$ cat src/rtl/teclado_cajero.sv
// teclado_cajero: keypad front-end for the ATM controller.
// Debounces the raw keypad code and emits one event per physical press.
// In PIN mode, digits are forwarded to the controller. In amount mode,
// digits are accumulated into a binary amount that ENTER commits.
// Ports:
//   CLK          system clock, all logic on posedge
//   RESET        synchronous active-low reset
//   TECLA_VALIDA raw level, high while any key is held
//   TECLA        raw key code (0-9 digit, A ENTER, B BORRAR, C RETIRO, D DEPOSITO)
//   MODO_MONTO   0 = PIN mode, 1 = amount mode
//   DIGITO/DIGITO_STB   forwarded digit and its strobe
//   TIPO_TRANS/TIPO_STB transaction type (1 retiro, 0 deposito) and strobe
//   MONTO/MONTO_STB     committed amount and its strobe
//   ERROR_TECLA         pulse on a rejected key
module teclado_cajero #(
    parameter int unsigned DEBOUNCE_CYC = 16,
    parameter int unsigned MAX_DIG      = 9
) (
    input  logic        CLK,
    input  logic        RESET,
    input  logic        TECLA_VALIDA,
    input  logic [3:0]  TECLA,
    input  logic        MODO_MONTO,
    output logic [3:0]  DIGITO,
    output logic        DIGITO_STB,
    output logic        TIPO_TRANS,
    output logic        TIPO_STB,
    output logic [31:0] MONTO,
    output logic        MONTO_STB,
    output logic        ERROR_TECLA
);

    localparam int unsigned CW = $clog2(DEBOUNCE_CYC + 1);
    localparam int unsigned DW = $clog2(MAX_DIG + 1);
    localparam int unsigned AW = 32;

    localparam logic [3:0] K_ENTER    = 4'hA;
    localparam logic [3:0] K_BORRAR   = 4'hB;
    localparam logic [3:0] K_RETIRO   = 4'hC;
    localparam logic [3:0] K_DEPOSITO = 4'hD;

    typedef enum logic [1:0] {
        LIBRE      = 2'd0,
        FILTRO     = 2'd1,
        PRESIONADA = 2'd2,
        SOLTANDO   = 2'd3
    } state_t;

    state_t        state_q, state_d;
    logic [CW-1:0] cnt_q, cnt_d;
    logic [3:0]    code_q, code_d;
    logic          ev_c;

    logic          mode_q;
    logic [AW-1:0] acc_q, acc_d;
    logic [DW-1:0] dcnt_q, dcnt_d;

    logic [3:0]    digito_d;
    logic          digito_stb_d;
    logic          tipo_d;
    logic          tipo_stb_d;
    logic [AW-1:0] monto_d;
    logic          monto_stb_d;
    logic          error_d;

    // Debounce state register
    always_ff @(posedge CLK) begin
        if (!RESET) begin
            state_q <= LIBRE;
            cnt_q   <= '0;
            code_q  <= '0;
        end else begin
            state_q <= state_d;
            cnt_q   <= cnt_d;
            code_q  <= code_d;
        end
    end

    // Debounce next state; ev_c fires on the last stable sample of a press
    always_comb begin
        state_d = state_q;
        cnt_d   = cnt_q;
        code_d  = code_q;
        ev_c    = 1'b0;
        case (state_q)
            LIBRE: begin
                if (TECLA_VALIDA) begin
                    code_d  = TECLA;
                    cnt_d   = CW'(1);
                    state_d = FILTRO;
                end
            end
            FILTRO: begin
                if (!TECLA_VALIDA) begin
                    state_d = LIBRE;
                end else if (TECLA != code_q) begin
                    code_d = TECLA;
                    cnt_d  = CW'(1);
                end else if (cnt_q == CW'(DEBOUNCE_CYC - 1)) begin
                    cnt_d   = CW'(DEBOUNCE_CYC);
                    state_d = PRESIONADA;
                    ev_c    = 1'b1;
                end else begin
                    cnt_d = cnt_q + CW'(1);
                end
            end
            PRESIONADA: begin
                if (!TECLA_VALIDA) begin
                    cnt_d   = CW'(1);
                    state_d = SOLTANDO;
                end
            end
            SOLTANDO: begin
                if (TECLA_VALIDA) begin
                    state_d = PRESIONADA;
                end else if (cnt_q == CW'(DEBOUNCE_CYC - 1)) begin
                    cnt_d   = '0;
                    state_d = LIBRE;
                end else begin
                    cnt_d = cnt_q + CW'(1);
                end
            end
            default: state_d = LIBRE;
        endcase
    end

    // Event decode; a mode edge clears the accumulator before the event applies
    always_comb begin
        logic          mode_edge;
        logic [AW-1:0] acc_base;
        logic [DW-1:0] dcnt_base;

        mode_edge    = (MODO_MONTO != mode_q);
        acc_base     = mode_edge ? '0 : acc_q;
        dcnt_base    = mode_edge ? '0 : dcnt_q;

        acc_d        = acc_base;
        dcnt_d       = dcnt_base;
        digito_d     = DIGITO;
        digito_stb_d = 1'b0;
        tipo_d       = TIPO_TRANS;
        tipo_stb_d   = 1'b0;
        monto_d      = MONTO;
        monto_stb_d  = 1'b0;
        error_d      = 1'b0;

        if (ev_c) begin
            if (code_q <= 4'd9) begin
                if (!MODO_MONTO) begin
                    digito_d     = code_q;
                    digito_stb_d = 1'b1;
                end else if (dcnt_base < DW'(MAX_DIG)) begin
                    // acc*10 + digit without a multiplier
                    acc_d  = (acc_base << 3) + (acc_base << 1) + AW'(code_q);
                    dcnt_d = dcnt_base + DW'(1);
                end else begin
                    error_d = 1'b1;
                end
            end else begin
                case (code_q)
                    K_ENTER: begin
                        if (MODO_MONTO) begin
                            if (dcnt_base != '0) begin
                                monto_d     = acc_base;
                                monto_stb_d = 1'b1;
                                acc_d       = '0;
                                dcnt_d      = '0;
                            end else begin
                                error_d = 1'b1;
                            end
                        end
                    end
                    K_BORRAR: begin
                        acc_d  = '0;
                        dcnt_d = '0;
                    end
                    K_RETIRO: begin
                        tipo_d     = 1'b1;
                        tipo_stb_d = 1'b1;
                    end
                    K_DEPOSITO: begin
                        tipo_d     = 1'b0;
                        tipo_stb_d = 1'b1;
                    end
                    default: error_d = 1'b1;
                endcase
            end
        end
    end

    // Accumulator and registered outputs
    always_ff @(posedge CLK) begin
        if (!RESET) begin
            mode_q      <= 1'b0;
            acc_q       <= '0;
            dcnt_q      <= '0;
            DIGITO      <= '0;
            DIGITO_STB  <= 1'b0;
            TIPO_TRANS  <= 1'b0;
            TIPO_STB    <= 1'b0;
            MONTO       <= '0;
            MONTO_STB   <= 1'b0;
            ERROR_TECLA <= 1'b0;
        end else begin
            mode_q      <= MODO_MONTO;
            acc_q       <= acc_d;
            dcnt_q      <= dcnt_d;
            DIGITO      <= digito_d;
            DIGITO_STB  <= digito_stb_d;
            TIPO_TRANS  <= tipo_d;
            TIPO_STB    <= tipo_stb_d;
            MONTO       <= monto_d;
            MONTO_STB   <= monto_stb_d;
            ERROR_TECLA <= error_d;
        end
    end

endmodule

$ cat config.mk
export PLATFORM = sky130hd
export DESIGN_NAME = teclado_cajero
export DESIGN_NICKNAME = d
export VERILOG_FILES = /design/src/rtl/teclado_cajero.sv
export SDC_FILE = /design/constraint.sdc
export NUM_CORES = 1
export LEC_CHECK = 0
export CORE_MARGIN = 3
export CORE_UTILIZATION = 44
export CTS_BUF_LIST = sky130_fd_sc_hd__clkbuf_4
export DETAILED_ROUTE_END_ITERATION = 6
export GPL_ROUTABILITY_DRIVEN = 0
export PLACE_DENSITY = 0.65
export RECOVER_POWER = 25
export SKIP_CTS_REPAIR_TIMING = 1
export SYNTH_ARGS = -nofsm -noshare
export SYNTH_HDL_FRONTEND = slang
export SYNTH_SLANG_ARGS = --single-unit
$ cat constraint.sdc
create_clock -name CLK -period 4.4 [get_ports CLK]
set_clock_uncertainty 0.1 [all_clocks]
set_input_delay 0.88 -clock CLK [delete_from_list [all_inputs] [get_ports CLK]]
set_output_delay 0.88 -clock CLK [all_outputs]
set_load 0.01 [all_outputs]
; ---- Word-level counts from Yosys, hierarchy flattened
; Cells that the tools add are included.
[op_classes]
n_addsub = 4
order_cmp = 2
eq_ne = 18
n_mux = 50
n_bitwise = 5
n_reduce_logical = 16
[op_table]
columns = cell, n
row1 = 32-bit 2-to-1 mux, 7
row2 = 32-bit one-hot mux with 2 select lines, 1
row3 = 4-bit 2-to-1 mux, 10
row4 = 5-bit 2-to-1 mux, 7
row5 = 32-bit adder, 1
row6 = 32-bit by 4-bit adder with 32-bit output, 1
row7 = 5-bit one-hot mux with 4 select lines, 1
row8 = 4-bit == test (second input constant), 4
row9 = 4-bit one-hot mux with 2 select lines, 2
row10 = 2-bit 2-to-1 mux, 7
row11 = 1-bit 2-to-1 mux, 12
row12 = 2-bit inequality test (second input constant), 5
row13 = 5-bit AND reduction, 2
row14 = 3-bit inequality test (second input constant), 3
row15 = 3-bit AND reduction, 3
row16 = 2-bit one-hot mux with 4 select lines, 1
row17 = 4-bit AND reduction, 2
row18 = 3-bit OR reduction, 2
row19 = 5-bit by 1-bit adder with 5-bit output (second input constant), 1
row20 = 5-bit by 4-bit == test with 1-bit output (second input constant), 1
row21 = 1-bit inverter, 5
row22 = 5-bit OR reduction, 1
row23 = 4-bit by 1-bit adder with 4-bit output (second input constant), 1
row24 = 2-bit == test (second input constant), 2
row25 = 11 further kinds, 13
[totals]
reg_bits = 89
input_bits = 8

; ---- Logic depth before layout (Yosys ltp)
; Gate-level depths: netlist of run 1.
[depth]
word_depth = 8
ltp_mapped = 17
depth_no_buf = 14

; ---- Least setup slack after synthesis of run 1
; OpenSTA, ideal clock, no wires.
[synth_path]
path_kind = input-to-reg
start = in MODO_MONTO
end = reg acc_q[31]
setup_ns = 0.115
t_arrival_ns = 3.979
path_slack_ns = 0.206
path_stages = 15
path_cell_list = buf_2 xnor2_1 clkbuf_1 clkbuf_1 nand2_1 inv_1 ha_1 ha_1 a21oi_1 o21ai_0 a2111oi_0 o221ai_1 o21bai_1 xnor2_1 o21a_1
[synth_between]
elab_chain_cells = 8
word_cells_on_any_way = 14
classes_between = 2 x add/sub / 1 x order compare / 1 x eq/ne / 9 x mux / 1 x reduce/logical
[synth_rtl]
columns = item, line_no
row1 = from (decl), 23  ; input logic MODO_MONTO,
row2 = 1-bit inequality test, 133  ; mode_edge = (MODO_MONTO != mode_q);
row3 = 32-bit 2-to-1 mux / 4-bit 2-to-1 mux (equally long branches), "134, 135"
row4 = 32-bit adder / 4-bit nonzero test (equally long branches), "154, 163"
row5 = 32-bit by 4-bit adder with 32-bit output / 32-bit 2-to-1 mux (equally long branches), "154, 163"
row6 = "32-bit 2-to-1 mux, on equally long branches", "152, 162"
row7 = 32-bit 2-to-1 mux / 32-bit one-hot mux with 2 select lines (equally long branches), "149, 160"
row8 = 32-bit 2-to-1 mux, 148  ; if (code_q <= 4'd9) begin
row9 = 32-bit 2-to-1 mux *, 147  ; if (ev_c) begin
row10 = to (signal assigned), 195  ; acc_q <= '0;
row11 = to (signal assigned), 206  ; acc_q <= acc_d;
row12 = to (decl), 55  ; logic [AW-1:0] acc_q, acc_d;
; Every way passes the cells marked *; elsewhere a longest branch is shown, timed or not.
; A chain may end at the register's enable or synchronous reset.

; ---- Worst setup path in the final report of run 1
[layout_path]
start = in MODO_MONTO
end = reg acc_q[29]
; The elaborated chain is that of the path after synthesis.

==> results of run 1 <==
how the worst min path moves through the flow:
stage | startpoint | end | slack, ps | cells after the start
after floorplan | acc_q[17]$_SDFF_PN0_ | acc_q[17]$_SDFF_PN0_ | 360 | 2
after global placement | DIGITO[3]$_SDFFE_PN0P_ | DIGITO[3]$_SDFFE_PN0P_ | 400 | 2
after detailed placement | DIGITO[3]$_SDFFE_PN0P_ | DIGITO[3]$_SDFFE_PN0P_ | 420 | 2
after CTS | DIGITO[3]$_SDFFE_PN0P_ | DIGITO[3]$_SDFFE_PN0P_ | 450 | 2
after global routing | cnt_q[4]$_SDFFE_PN0P_ | cnt_q[4]$_SDFFE_PN0P_ | 490 | 2
final | DIGITO[3]$_SDFFE_PN0P_ | DIGITO[3]$_SDFFE_PN0P_ | 440 | 2
sequential cells by signal, summed over array words and instances (netlist names), named ones only:
name and cells:
code_q 4, MONTO 32, MONTO_STB 1, mode_q 1, DIGITO 4, TIPO_TRANS 1
dcnt_q 4, cnt_q 5, state_q 1, acc_q 32, DIGITO_STB 1, ERROR_TECLA 1
TIPO_STB 1
cells by family after synthesis:
logic type | after synthesis | share of synthesized area
AO/OA/AOI/OAI | 230 | 0.2338
XOR/XNOR | 30 | 0.05162
adder cells (fa/ha/maj) | 66 | 0.1317
buffers and inverters | 88 | 0.05775
flip-flops | 89 | 0.2816
multiplexers | 7 | 0.01127
AND/OR/NAND/NOR | 297 | 0.2322
cells in the mapped netlist, types with 3 or more instances:
cell	count
sky130_fd_sc_hd__o21ai_0	79
sky130_fd_sc_hd__a21boi_0	8
sky130_fd_sc_hd__nand2_1	126
sky130_fd_sc_hd__a31oi_1	9
sky130_fd_sc_hd__xnor2_4	3
sky130_fd_sc_hd__nand2b_1	7
sky130_fd_sc_hd__o21a_1	11
sky130_fd_sc_hd__dfxtp_1	89
sky130_fd_sc_hd__buf_6	3
sky130_fd_sc_hd__nand4_1	6
sky130_fd_sc_hd__and2_1	36
sky130_fd_sc_hd__inv_1	48
sky130_fd_sc_hd__o21ai_1	3
sky130_fd_sc_hd__nand3_1	12
sky130_fd_sc_hd__o22ai_1	12
sky130_fd_sc_hd__xnor2_1	11
sky130_fd_sc_hd__nor4_1	3
sky130_fd_sc_hd__a21o_1	12
sky130_fd_sc_hd__nor3_1	13
sky130_fd_sc_hd__xor2_1	15
sky130_fd_sc_hd__a31o_2	3
sky130_fd_sc_hd__o211ai_1	7
sky130_fd_sc_hd__nor2_1	47
sky130_fd_sc_hd__clkbuf_1	30
sky130_fd_sc_hd__o221a_2	4
sky130_fd_sc_hd__ha_1	65
sky130_fd_sc_hd__and3_1	13
sky130_fd_sc_hd__mux2i_1	6
sky130_fd_sc_hd__nor3b_1	5
sky130_fd_sc_hd__a211oi_1	3
sky130_fd_sc_hd__buf_2	4
sky130_fd_sc_hd__a21oi_1	41
sky130_fd_sc_hd__nor2b_1	10
sky130_fd_sc_hd__o21bai_1	5
layer usage:
metal / share of wire / vias up
li1: - / 3061
met1: 0.48 / 2876
met2: 0.44 / 200
met3: 0.059 / 24
met4: 0.017 / 0
met5: 0 / -
power groups by stage:
stage / Clock (uW) / Combinational, uW / Sequential, uW
after detailed placement: 0 / 104 / 838
final: 487 / 107 / 821
after CTS: 502 / 105 / 821
after floorplan: 0 / 73.9 / 832
after global routing: 534 / 114 / 823
after global placement: 0 / 102 / 838
worst reg2reg max path: cells and delay by family, from the launching register on:
kind	cells	cell delay [ps]
buf+inv	4	670
simple gates	1	80
fa+ha+maj	2	600
xor+xnor	2	440
compound gates	6	1090
flops	1	510
layout by cell type (no fill, tap or decap), types with 13 or more instances in the layout:
cell type | synthesis | routed
sky130_fd_sc_hd__inv_1 | 48 | 48
sky130_fd_sc_hd__buf_4 | 2 | 82
sky130_fd_sc_hd__nor2_1 | 47 | 47
sky130_fd_sc_hd__nand2_1 | 126 | 126
sky130_fd_sc_hd__clkdlybuf4s50_1 | 0 | 27
sky130_fd_sc_hd__a21oi_1 | 41 | 41
sky130_fd_sc_hd__ha_1 | 65 | 65
sky130_fd_sc_hd__dfxtp_1 | 89 | 89
sky130_fd_sc_hd__o21ai_0 | 79 | 79
sky130_fd_sc_hd__dlygate4sd3_1 | 0 | 20
sky130_fd_sc_hd__xor2_1 | 15 | 15
sky130_fd_sc_hd__and2_1 | 36 | 36
sky130_fd_sc_hd__and3_1 | 13 | 13
per-stage QoR:
stage	total power, uW	std cells
after detailed placement	942.4	1080
after global placement	940.2	1080
after global routing	1471	1097
after CTS	1428	1096
final	1415	1097
after floorplan	905.5	807
cell type report:
cell class                 count  area share
antenna                        1   0.0003265
clock buffer                   9    0.008815
clock inverter                 7     0.01012
inverter                      48     0.02351
multi-input combinational    630      0.5475
sequential                    89      0.2325
tap                          180     0.02938
timing repair buffer         133      0.1479
==> impl_metrics.prom, run 1 <==
# TYPE chip_impl_metric gauge
chip_impl_metric{name="synthArstFlopShare",unit=""} 0
chip_impl_metric{name="global_route.overflow_total",unit=""} 0
chip_impl_info{name="synth_top_cell_by_area",value="sky130_fd_sc_hd__dfxtp_1"} 1
chip_impl_info{name="tritoncts_clock_tree",value="yes"} 1
chip_impl_info{name="timing_worst_setup_path_type",value="in -> reg"} 1
chip_impl_metric{name="crit_path_max_incr_delay",unit="ps"} 480
chip_impl_metric{name="post_synth_instance_area",unit="um2"} 6326
chip_impl_metric{name="power_switching_share",unit=""} 0.2728
chip_impl_metric{name="ir_worst_vdd",unit="uV"} 103.4
chip_impl_metric{name="drt_iter0_drc",unit=""} 591
chip_impl_metric{name="clock_latency",unit="ps"} 450
chip_impl_metric{name="finalCoreUtilization",unit=""} 0.5479
chip_impl_metric{name="clock_tree.buffer_depth",unit=""} 2
chip_impl_info{name="slowest_stage",value="sky130_fd_sc_hd__clkdlybuf4s50_1"} 1
chip_impl_metric{name="groute.layer.met2.usage",unit=""} 0.3493
chip_impl_metric{name="largest_net_degree_at_the_start_of_global_routing",unit=""} 73
chip_impl_metric{name="clockPowerShare",unit=""} 0.344
chip_impl_metric{name="synth_largest_type_area_fraction",unit=""} 0.2816
chip_impl_metric{name="min_period_over_period",unit=""} 0.9270
chip_impl_info{name="hold_path_class",value="reg -> reg"} 1
chip_impl_metric{name="drt-wirelength-per-cell",unit="um"} 16.29
chip_impl_metric{name="timing.final.max_slew_violations",unit=""} 73
chip_impl_metric{name="power_frac_comb",unit=""} 0.075
chip_impl_metric{name="route.antenna.remaining_nets",unit=""} 0
chip_impl_metric{name="worstPathMaxFanout",unit=""} 24
chip_impl_metric{name="setup_viol",unit=""} 0
chip_impl_metric{name="seq_power_share",unit=""} 0.580
chip_impl_metric{name="cts_inserted_buffers",unit=""} 9
chip_impl_metric{name="place_worst_setup_slack",unit="ps"} -58.48
chip_impl_metric{name="placement_rows",unit=""} 43
chip_impl_metric{name="firstDrtPassIters",unit=""} 5
chip_impl_metric{name="drive_gt1_frac",unit=""} 0.1408
chip_impl_metric{name="syn_to_final_growth",unit="%"} 21.16
chip_impl_metric{name="tightestPinTransition",unit="ps"} 2581
chip_impl_metric{name="dr_total_vias",unit=""} 6161
chip_impl_metric{name="grt_antenna_before_repair",unit=""} 2
chip_impl_metric{name="multiInputGateArea",unit="um2"} 4197
chip_impl_metric{name="effective_utilization_at_floorplan",unit=""} 0.4522
chip_impl_info{name="critPathLaunchType",value="primary input"} 1
chip_impl_metric{name="postSynthAreaPerCell",unit="um2"} 7.839
chip_impl_metric{name="final_cell_area",unit="um2"} 7665
chip_impl_metric{name="syn_nets",unit=""} 881
chip_impl_info{name="critPathTopFamily",value="buffers and inverters"} 1
chip_impl_metric{name="postLayoutSetupSlackWorst",unit="ps"} 321.4
chip_impl_metric{name="netSwitchingPower",unit="uW"} 386.0
chip_impl_metric{name="cp_data_arrival_time",unit="ps"} 4310
chip_impl_metric{name="cts_sinks",unit=""} 89
chip_impl_metric{name="design.portCount",unit=""} 49
chip_impl_metric{name="cts.reportedPaths.clkPinSlew",unit="ps"} 150
chip_impl_info{name="status",value="finished, violations left"} 1
chip_impl_metric{name="htree_levels",unit=""} 3
chip_impl_metric{name="globalRouteMet1Util",unit=""} 0.3062
chip_impl_metric{name="first_global_vias",unit=""} 5742
chip_impl_metric{name="max_slew_headroom",unit=""} -0.7205
chip_impl_metric{name="fmax",unit="GHz"} 0.2452
chip_impl_info{name="rsz0062_at_grt",value="false"} 1
chip_impl_info{name="postSynth.topFlopCell",value="sky130_fd_sc_hd__dfxtp_1"} 1
chip_impl_metric{name="number_of_enable_type_register_cells_in_the_synthesized_netlist",unit=""} 0
chip_impl_metric{name="post_detailed_route_drc_marker_count",unit=""} 0
chip_impl_metric{name="area.sequential",unit="um2"} 1782
chip_impl_metric{name="dp_hpwl",unit="um"} 13820
chip_impl_metric{name="totalWireLength",unit="um"} 17870
chip_impl_metric{name="power.density_cell_area",unit="nW/um2"} 184.6
chip_impl_metric{name="die_outline_width",unit="um"} 125.9
chip_impl_metric{name="path_buf_inv",unit=""} 5
chip_impl_metric{name="yosysSeqAreaShare",unit=""} 0.2816
chip_impl_metric{name="p_leak",unit="uW"} 0.003676
chip_impl_metric{name="setup_tns",unit="ps"} 0
chip_impl_metric{name="path_depth",unit=""} 16
chip_impl_metric{name="ys_types",unit=""} 81
chip_impl_info{name="critPathCaptureType",value="flop"} 1
chip_impl_metric{name="reg2reg_slack",unit="ps"} 810
chip_impl_metric{name="grt_pass1_wl",unit="um"} 28560
chip_impl_metric{name="finalHoldViolCount",unit=""} 0
chip_impl_info{name="violations_in_the_final_reports",value="max-capacitance violations, max-slew violations"} 1
chip_impl_metric{name="place_area",unit="um2"} 7522
chip_impl_metric{name="max_cap_violations",unit=""} 1
chip_impl_metric{name="globalRouteTotalUtil",unit=""} 0.2178
chip_impl_metric{name="finalHoldWorstSlack",unit="ps"} 442.7
chip_impl_metric{name="vias_per_cell",unit=""} 5.616
chip_impl_metric{name="port-buffer-count",unit=""} 48
chip_impl_metric{name="yosys_register_bits",unit=""} 89
chip_impl_metric{name="die_area",unit="um2"} 15850
chip_impl_metric{name="grt_util_met3",unit=""} 0.03690
chip_impl_info{name="worst_setup_path_endpoint",value="acc_q[29]$_SDFF_PN0_"} 1
chip_impl_info{name="ys_top_cells_by_area",value="sky130_fd_sc_hd__dfxtp_1, sky130_fd_sc_hd__ha_1, sky130_fd_sc_hd__nand2_1, sky130_fd_sc_hd__o21ai_0, sky130_fd_sc_hd__and2_1"} 1
chip_impl_info{name="crit_chain",value="clkdlybuf4s50_1 -> xnor2_2 -> buf_12 -> buf_4 -> nand2_1 -> inv_1 -> ha_1 -> ha_1 -> buf_4 -> o21ai_0 -> a21oi_1 -> a221o_1 -> a21o_1 -> a31oi_1 -> xor2_1 -> a21oi_1"} 1
chip_impl_info{name="worst_r2r_startpoint",value="mode_q$_SDFF_PN0_"} 1
chip_impl_metric{name="netlist_instances",unit=""} 807
chip_impl_metric{name="synth.yosys.warnings",unit=""} 0
chip_impl_metric{name="worstRegToRegCells",unit=""} 15
chip_impl_info{name="top_usage_layer",value="met2"} 1
chip_impl_info{name="rr_endpoint",value="acc_q[29]$_SDFF_PN0_"} 1
chip_impl_metric{name="period_needed",unit="ps"} 4079
chip_impl_metric{name="power_report.internal_total",unit="uW"} 1029
chip_impl_metric{name="critPathRequiredTime",unit="ps"} 4630
chip_impl_info{name="critical_path.startpoint",value="MODO_MONTO"} 1
chip_impl_metric{name="floorplan.die.height",unit="um"} 125.9
chip_impl_metric{name="fill_cells",unit=""} 1302
chip_impl_metric{name="core_area",unit="um2"} 13990
chip_impl_info{name="cts-root-buf",value="sky130_fd_sc_hd__clkbuf_4"} 1
chip_impl_metric{name="design.final.nets",unit=""} 985
(Power assumes the default switching activity.)
==> run 2: changes to the inputs <==
--- a/config.mk
+++ b/config.mk
@@ -13,6 +13,7 @@
 export PLACE_DENSITY = 0.65
 export RECOVER_POWER = 25
 export SKIP_CTS_REPAIR_TIMING = 1
+export SLEW_MARGIN = 20
 export SYNTH_ARGS = -nofsm -noshare
 export SYNTH_HDL_FRONTEND = slang
 export SYNTH_SLANG_ARGS = --single-unit
==> results of run 2 <==
No change in the layout: final DEF, timing and power equal those of run 1.
